**config.mk**
```make
export PLATFORM = sky130hd
export DESIGN_NAME = gate_input_debounce_flat
export DESIGN_NICKNAME = d
export VERILOG_FILES = /design/src/rtl/gate_input_debounce_if.sv /design/src/rtl/gate_input_debounce.sv /design/src/flat_wrapper.sv
export SDC_FILE = /design/constraint.sdc
export NUM_CORES = 1
export LEC_CHECK = 0
export BUFFER_PORTS_ARGS = -buffer_cell sky130_fd_sc_hd__buf_4
export CORE_MARGIN = 5
export CORE_UTILIZATION = 46
export DETAILED_ROUTE_END_ITERATION = 12
export GPL_ROUTABILITY_DRIVEN = 0
export PLACE_DENSITY = 0.8
export SYNTH_ARGS = -nofsm -noshare
export SYNTH_HDL_FRONTEND = slang
export SYNTH_SLANG_ARGS = --single-unit
```
**constraint.sdc**
```tcl
create_clock -name clk -period 1.1 [get_ports clk]
set_input_delay 0.055 -clock clk [delete_from_list [all_inputs] [get_ports clk]]
set_output_delay 0.055 -clock clk [all_outputs]
set_load 0.01 [all_outputs]
```
**src/rtl/gate_input_debounce_if.sv**
```systemverilog
// Signal bundle between a raw two-channel source and the debouncer that
// feeds a two-input gate. The master side drives the raw lines and observes
// the conditioned levels; the slave side is the debouncer itself.
interface gate_input_debounce_if;
    logic in1_raw;
    logic in2_raw;
    logic in1;
    logic in2;
    logic chg;
    logic in1_rise;
    logic in1_fall;
    logic in2_rise;
    logic in2_fall;

    modport master (
        output in1_raw, in2_raw,
        input  in1, in2, chg, in1_rise, in1_fall, in2_rise, in2_fall
    );

    modport slave (
        input  in1_raw, in2_raw,
        output in1, in2, chg, in1_rise, in1_fall, in2_rise, in2_fall
    );
endinterface

```
**src/rtl/gate_input_debounce.sv**
```systemverilog
// Two-channel input conditioner: each raw line is synchronized with two
// flops, then debounced by a STABLE/PEND state machine. A new level is
// accepted only after it has held for DEBOUNCE_CYCLES synchronized cycles.
// chg pulses for one cycle after either debounced level changes.
// Optional macro GATE_IN_EDGE_STROBE_EN builds registered per-edge pulses
// (in1_rise/in1_fall/in2_rise/in2_fall); without it those ports are tied 0.
module gate_input_debounce #(
    parameter int DEBOUNCE_CYCLES = 4,
    parameter int CNT_W           = $clog2(DEBOUNCE_CYCLES + 1)
) (
    input  logic                 clk,
    input  logic                 rst_n,
    gate_input_debounce_if.slave bus
);

    typedef enum logic {
        ST_STABLE = 1'b0,
        ST_PEND   = 1'b1
    } state_e;

    // Count value at which a pending level has held long enough.
    localparam logic [CNT_W-1:0] CNT_LAST = CNT_W'(DEBOUNCE_CYCLES - 1);

    logic [1:0] raw;
    logic [1:0] out_w;
    logic [1:0] accept_w;

    assign raw = {bus.in2_raw, bus.in1_raw};

    for (genvar ch = 0; ch < 2; ch++) begin : g_chan
        logic             sync1_q;
        logic             s_q;
        logic             out_q;
        state_e           state_q;
        logic [CNT_W-1:0] cnt_q;
        logic             accept;

        // Two-flop synchronizer; only s_q is used downstream.
        // NOTE: sequential state uses non-blocking assignments so every flop
        // samples the pre-edge value and the chain really is two stages deep.
        always_ff @(posedge clk or negedge rst_n) begin
            if (!rst_n) begin
                sync1_q <= 1'b0;
                s_q     <= 1'b0;
            end else begin
                sync1_q <= raw[ch];
                s_q     <= sync1_q;
            end
        end

        // The counter is 0 while STABLE, so one compare covers both the
        // immediate accept when DEBOUNCE_CYCLES == 1 and the end of a PEND run.
        assign accept = (s_q != out_q) && (cnt_q == CNT_LAST);

        // Debounce FSM: a differing level must hold DEBOUNCE_CYCLES cycles;
        // any return to the current level abandons the count.
        always_ff @(posedge clk or negedge rst_n) begin
            if (!rst_n) begin
                state_q <= ST_STABLE;
                cnt_q   <= '0;
                out_q   <= 1'b0;
            end else begin
                case (state_q)
                    ST_STABLE: begin
                        if (s_q != out_q) begin
                            if (accept) begin
                                out_q <= s_q;
                            end else begin
                                state_q <= ST_PEND;
                                cnt_q   <= CNT_W'(1);
                            end
                        end
                    end
                    ST_PEND: begin
                        if (s_q == out_q) begin
                            state_q <= ST_STABLE;
                            cnt_q   <= '0;
                        end else if (accept) begin
                            out_q   <= s_q;
                            state_q <= ST_STABLE;
                            cnt_q   <= '0;
                        end else begin
                            cnt_q <= cnt_q + CNT_W'(1);
                        end
                    end
                    default: begin
                        state_q <= ST_STABLE;
                        cnt_q   <= '0;
                    end
                endcase
            end
        end

        assign out_w[ch]    = out_q;
        assign accept_w[ch] = accept;
    end

    logic chg_q;

    // One change pulse per edge, even when both channels accept together.
    always_ff @(posedge clk or negedge rst_n) begin
        if (!rst_n) begin
            chg_q <= 1'b0;
        end else begin
            chg_q <= |accept_w;
        end
    end

    assign bus.in1 = out_w[0];
    assign bus.in2 = out_w[1];
    assign bus.chg = chg_q;

`ifdef GATE_IN_EDGE_STROBE_EN
    logic [1:0] rise_q;
    logic [1:0] fall_q;

    // An accept always flips the level, so the current level gives direction.
    always_ff @(posedge clk or negedge rst_n) begin
        if (!rst_n) begin
            rise_q <= '0;
            fall_q <= '0;
        end else begin
            rise_q <= accept_w & ~out_w;
            fall_q <= accept_w &  out_w;
        end
    end

    assign bus.in1_rise = rise_q[0];
    assign bus.in1_fall = fall_q[0];
    assign bus.in2_rise = rise_q[1];
    assign bus.in2_fall = fall_q[1];
`else
    assign bus.in1_rise = 1'b0;
    assign bus.in1_fall = 1'b0;
    assign bus.in2_rise = 1'b0;
    assign bus.in2_fall = 1'b0;
`endif

endmodule

```
**src/flat_wrapper.sv**
```systemverilog
// flat-port wrapper written by rule: the top's interface ports become plain ports
module gate_input_debounce_flat 
#(
    parameter int DEBOUNCE_CYCLES = 4,
    parameter int CNT_W           = $clog2(DEBOUNCE_CYCLES + 1)
)
  (clk, rst_n, bus_in1_raw, bus_in2_raw, bus_in1, bus_in2, bus_chg, bus_in1_rise, bus_in1_fall, bus_in2_rise, bus_in2_fall);
  gate_input_debounce_if bus_i ();
  input  logic clk;
  input  logic rst_n;
  input wire logic [$bits(bus_i.in1_raw)-1:0] bus_in1_raw;
  input wire logic [$bits(bus_i.in2_raw)-1:0] bus_in2_raw;
  output wire logic [$bits(bus_i.in1)-1:0] bus_in1;
  output wire logic [$bits(bus_i.in2)-1:0] bus_in2;
  output wire logic [$bits(bus_i.chg)-1:0] bus_chg;
  output wire logic [$bits(bus_i.in1_rise)-1:0] bus_in1_rise;
  output wire logic [$bits(bus_i.in1_fall)-1:0] bus_in1_fall;
  output wire logic [$bits(bus_i.in2_rise)-1:0] bus_in2_rise;
  output wire logic [$bits(bus_i.in2_fall)-1:0] bus_in2_fall;
  assign bus_i.in1_raw = bus_in1_raw;
  assign bus_i.in2_raw = bus_in2_raw;
  assign bus_in1 = bus_i.in1;
  assign bus_in2 = bus_i.in2;
  assign bus_chg = bus_i.chg;
  assign bus_in1_rise = bus_i.in1_rise;
  assign bus_in1_fall = bus_i.in1_fall;
  assign bus_in2_rise = bus_i.in2_rise;
  assign bus_in2_fall = bus_i.in2_fall;
  gate_input_debounce #(.DEBOUNCE_CYCLES(DEBOUNCE_CYCLES), .CNT_W(CNT_W)) u_core (.clk(clk), .rst_n(rst_n), .bus(bus_i));
endmodule
```
**Yosys cells after proc, flatten, opt, wreduce, memory -nomap -nowiden**

Index checks and enable logic that the tools add are counted.

- $add $sub $neg: 2
- Bitwise logic cells: 2
- Reductions and logical operators: 7
- Muxes and demuxes: 26
- Eq/ne operators: 12

Operator list:

| cell | number |
|---|---|
| $mux W3 | 8 |
| $mux W1 | 12 |
| $pmux W3 S2 | 2 |
| $ne A2 B2 Y1 const B | 4 |
| $pmux W1 S2 | 4 |
| $reduce_and A2 Y1 | 4 |
| $add A3 B1 Y3 const B | 2 |
| $eq A3 B2 Y1 const B | 2 |
| $ne A2 B1 Y1 const B | 2 |
| $eq A1 B1 Y1 | 2 |
| $logic_and A1 B1 Y1 | 2 |
| $ne A1 B1 Y1 | 2 |
| $not A1 Y1 | 2 |
| $reduce_or A2 Y1 | 1 |

- Bits of input ports: 4
- Word-level logic and storage cells: 60
- Bits in registers: 15

**Longest topological paths before layout**

- Depth after elaboration: 5
- Gate-level depth with buffers: 4
- Mapped depth without buffers: 4

**Least setup slack after synthesis**

No wires, ideal clock.

- Kind: flip-flop to flip-flop
- Start: register u_core.g_chan[1].cnt_q[0]
- End: register u_core.g_chan[1].out_q (netlist: u_core.bus.in2)
- Arrival: 1038 ps
- Path buffers: 0
- Clock period less this slack: 1163 ps
- Path slack: -63 ps
- Data required time: 975 ps
- Stages on the path, launching flop included: 4
- Cell sequence: dfrtp_1 > ha_1 > and2b_1 > mux2_2

- Longest elaborated chain between the ends: 5
- Elaborated cells between the ends (all ways): 6
- Classes of those cells: eq/ne: 1; mux: 4; reduce/logical: 1

RTL lines:

| item | RTL line | RTL |
|---|---|---|
| start: declaration | gate_input_debounce.sv:35 | `logic [CNT_W-1:0] cnt_q;` |
| start signal: assignment | gate_input_debounce.sv:83 | `cnt_q <= cnt_q + CNT_W'(1);` |
| $eq A3 B2 Y1 (*) | gate_input_debounce.sv:53 | `assign accept = (s_q != out_q) && (cnt_q == CNT_LAST);` |
| $logic_and A1 B1 Y1 (*) | gate_input_debounce.sv:53 |  |
| $mux W1 (*) | -- |  |
| $mux W1, on equally long branches | -- |  |
| $pmux W1 S2 (*) | -- |  |
| end signal: assignment | gate_input_debounce.sv:67 | `out_q <= s_q;` |
| end signal: assignment | gate_input_debounce.sv:79 | `out_q <= s_q;` |
| end: declaration | gate_input_debounce.sv:33 | `logic out_q;` |

Mark *: on every way between the ends. The rest lies on a longest branch, timed or not. The select of a mux whose other input is x is not followed.
A chain may end at the register's enable or synchronous reset.

**Worst setup path in the final report**

- Start: register u_core.g_chan[1].cnt_q[1]
- End: register u_core.g_chan[1].out_q (netlist: u_core.bus.in2)

Same word-level chain as after synthesis.

==> impl_metrics.ini <==
[layout]
synthToLayoutAreaGrowth_pct = 35.5
n_fill_cell = 96
finalInstanceArea_sq_um = 865
num-nets-final = 78
drive_above_1_share_pct = 43.7
diodes = 0

[timing]
skew_ps = 3.48
tns_ps = -181
period_share_pct = 109
report.final.hold_viol_count = 0
rsz0062_at_grt = true
timing.fmax_mhz = 836
fin_crit_ps = 1200
maxSlewViolCount = 0
final-setup-viol-count = 3
worst_slack_ps = -96.0

[grt]
grt_max_degree = 16
overflow = 0
grt_pass1_vias = 452
grt_usage_pct = 13.1
grt_pass1_wl_um = 1960
antenna_found_initial = 0

[clock_network]
cts_tree = done
clock_path_buffers = 2
clk_latency_ps = 270
numCtsBuffers = 3
cts-root-buf = clkbuf_4
cts.sinks = 15
path_clk_slew_ps = 90
cts.htree.levels = 1

[pwr]
p_int_uw = 1380
combPwrFrac_pct = 44.3
seq_power_share_pct = 41.2
power.density_mw_per_mm2 = 2420
power_leakage_uw = 0.000394
p_sw_share_pct = 33.9
max-vdd-ir-drop_mv = 1.37
pwr-share-clk_pct = 14.6
netSwitchingPower_uw = 709

[die]
dieArea_sq_mm = 0.00223
die_width_um = 47.2
rows = 13
fp.coreArea_sq_mm = 0.00130
pin_count = 11
initial_core_util_pct = 49.0
die_h_um = 47.2

[run_status]
violations = setup timing
status = finished with violations

[worst_hold_path]
hold_path.class = in2async

[detailed_routing]
viasPerCell = 4.92
routedWlPerCell_um = 14.1
drt_iter0_markers = 7
via_count = 423
drcViolationCount = 0
wirelength_um = 1210
ant_nets = 0
drt-pass1-iter-count = 4

[yosys]
avgSynthCellArea_sq_um = 12.5
syn_inst = 51
synth.cell_area_sq_um = 638
yosysWarningCount = 0
synth.distinct_cells = 17
synth-seq-area-share_pct = 58.8
synth_seq_cells = 15

[setup_path]
required_ps = 1260
crit_type = reg2reg
endpoint_kind = flip-flop
r2r_slack_ps = -100
cp.arrival_ps = 1360
cp_max_fo = 5
cp-start-kind = flip-flop

[run]
cap_violations = 0

[placed_design]
port_buffers = 6
postPlaceCellArea_sq_um = 732
dp.final_hpwl_um = 809
[critical path, stage by stage (launching register included)]
cell	delay [ps]
dfrtp_1	400
ha_2	190
and2b_2	230
mux2_2	280
[timing repair]
action	4_1_cts	5_1_grt
pin swaps	3	5
setup buffers	0	2
endpoints found under the setup margin	8	9
hold buffers	3	0
hold endpoints to repair	17	0
resized for setup	6	8
[worst paths after layout]
path | start | to | depth (start not counted)
setup / recovery | u_core.g_chan[1].cnt_q[1] | u_core.bus.in2 | 3
setup reg to reg | u_core.g_chan[1].cnt_q[1] | u_core.bus.in2 | 3
hold / removal | rst_n | u_core.g_chan[0].cnt_q[0] | 2
min in group clk | u_core.g_chan[0].sync1_q | u_core.g_chan[0].s_q | 0
max in group asynchronous | rst_n | u_core.g_chan[1].s_q | 2
hold reg to reg | u_core.g_chan[0].sync1_q | u_core.g_chan[0].s_q | 0
[logic make-up after synthesis]
group	after synthesis	share of synthesized area, %
compound gates	9	9.02
xor+xnor	2	5.10
fa+ha+maj	2	3.92
buf+inv	4	4.71
flops	15	58.8
mux	1	1.76
other cells	1	0.588
simple gates	17	16.1
[cell usage after synthesis]
library cell   n  area, sq um
o31ai_1        2         15.0
nand2b_1       4         25.0
and2b_1        1         7.51
o21ai_1        1         5.00
nor2_1         2         7.51
xnor2_2        2         32.5
o21ai_0        2         10.0
conb_1         1         3.75
nor2b_1        3         18.8
ha_1           2         25.0
dfrtp_1       15          375
buf_4          4         30.0
mux2_2         1         11.3
o21a_1         2         15.0
nand2_1        5         18.8
nor3b_2        2         25.0
o22ai_1        2         12.5
[power by group through the flow]
stage | clock network, uW | logic (uW) | registers [uW]
finish | 304 | 926 | 861
global route | 356 | 1010 | 875
global placement | 0 | 677 | 826
detailed placement | 0 | 726 | 838
floorplan | 0 | 407 | 841
CTS | 313 | 838 | 839
[cells in the final DEF, fill, tap and decap left out, types with 2 or more instances in the layout]
cell type / Yosys / layout
nand2b_1: 4 / 4
nor3b_2: 2 / 2
ha_2: 0 / 2
dlygate4sd3_1: 0 / 3
o21a_1: 2 / 2
nor2_1: 2 / 2
clkbuf_4: 0 / 3
dfrtp_2: 0 / 3
dfrtp_1: 15 / 12
buf_6: 0 / 2
nor2b_1: 3 / 2
buf_4: 4 / 12
conb_1: 1 / 4
xnor2_4: 0 / 2
o22ai_1: 2 / 2
nand2_1: 5 / 5
[cell type report]
type                            instances  area (sq um)  area share [%]
Timing Repair Buffer                   17           143            16.5
Sequential cell                        15           379            43.8
Tap cell                               15          18.8            2.17
Clock buffer                            4          26.3            3.04
Multi-Input combinational cell         35           298            34.4
[flip-flops by register name, indices dropped and copies added, names as in the netlist]
name / flops
u_core.bus.chg: 1
u_core.bus.in1: 1
u_core.bus.in2: 1
u_core.g_chan.cnt_q: 6
u_core.g_chan.s_q: 2
u_core.g_chan.state_q: 2
u_core.g_chan.sync1_q: 2
[routing by layer]
metal / vias to the layer above / GRT usage (%) / wire length, um
met1: 212 / 15.5 / 492
met5: - / 0 / 0
met2: 8 / 22.5 / 682
met3: 0 / 2.30 / 40
li1: 203 / - / -
met4: 0 / 6.63 / 0
[through the flow]
| stage | util, % | setup WS [ps] | cells | hold slack (ps) | total power [uW] |
|---|---|---|---|---|---|
| 2_1_floorplan | - | -44.2 | 54 | -241 | 1250 |
| 3_3_place_gp | 56.3 | -45.2 | 77 | -83.2 | 1500 |
| 3_5_place_dp | 56.3 | -138 | 77 | -83.0 | 1560 |
| 4_1_cts | 63.1 | -88.2 | 84 | 155 | 1990 |
| 5_1_grt | 66.4 | -128 | 86 | 163 | 2240 |
| 6_report | 66.4 | -96.0 | 86 | 155 | 2090 |
Note: power is estimated with default switching activity, not from simulation.
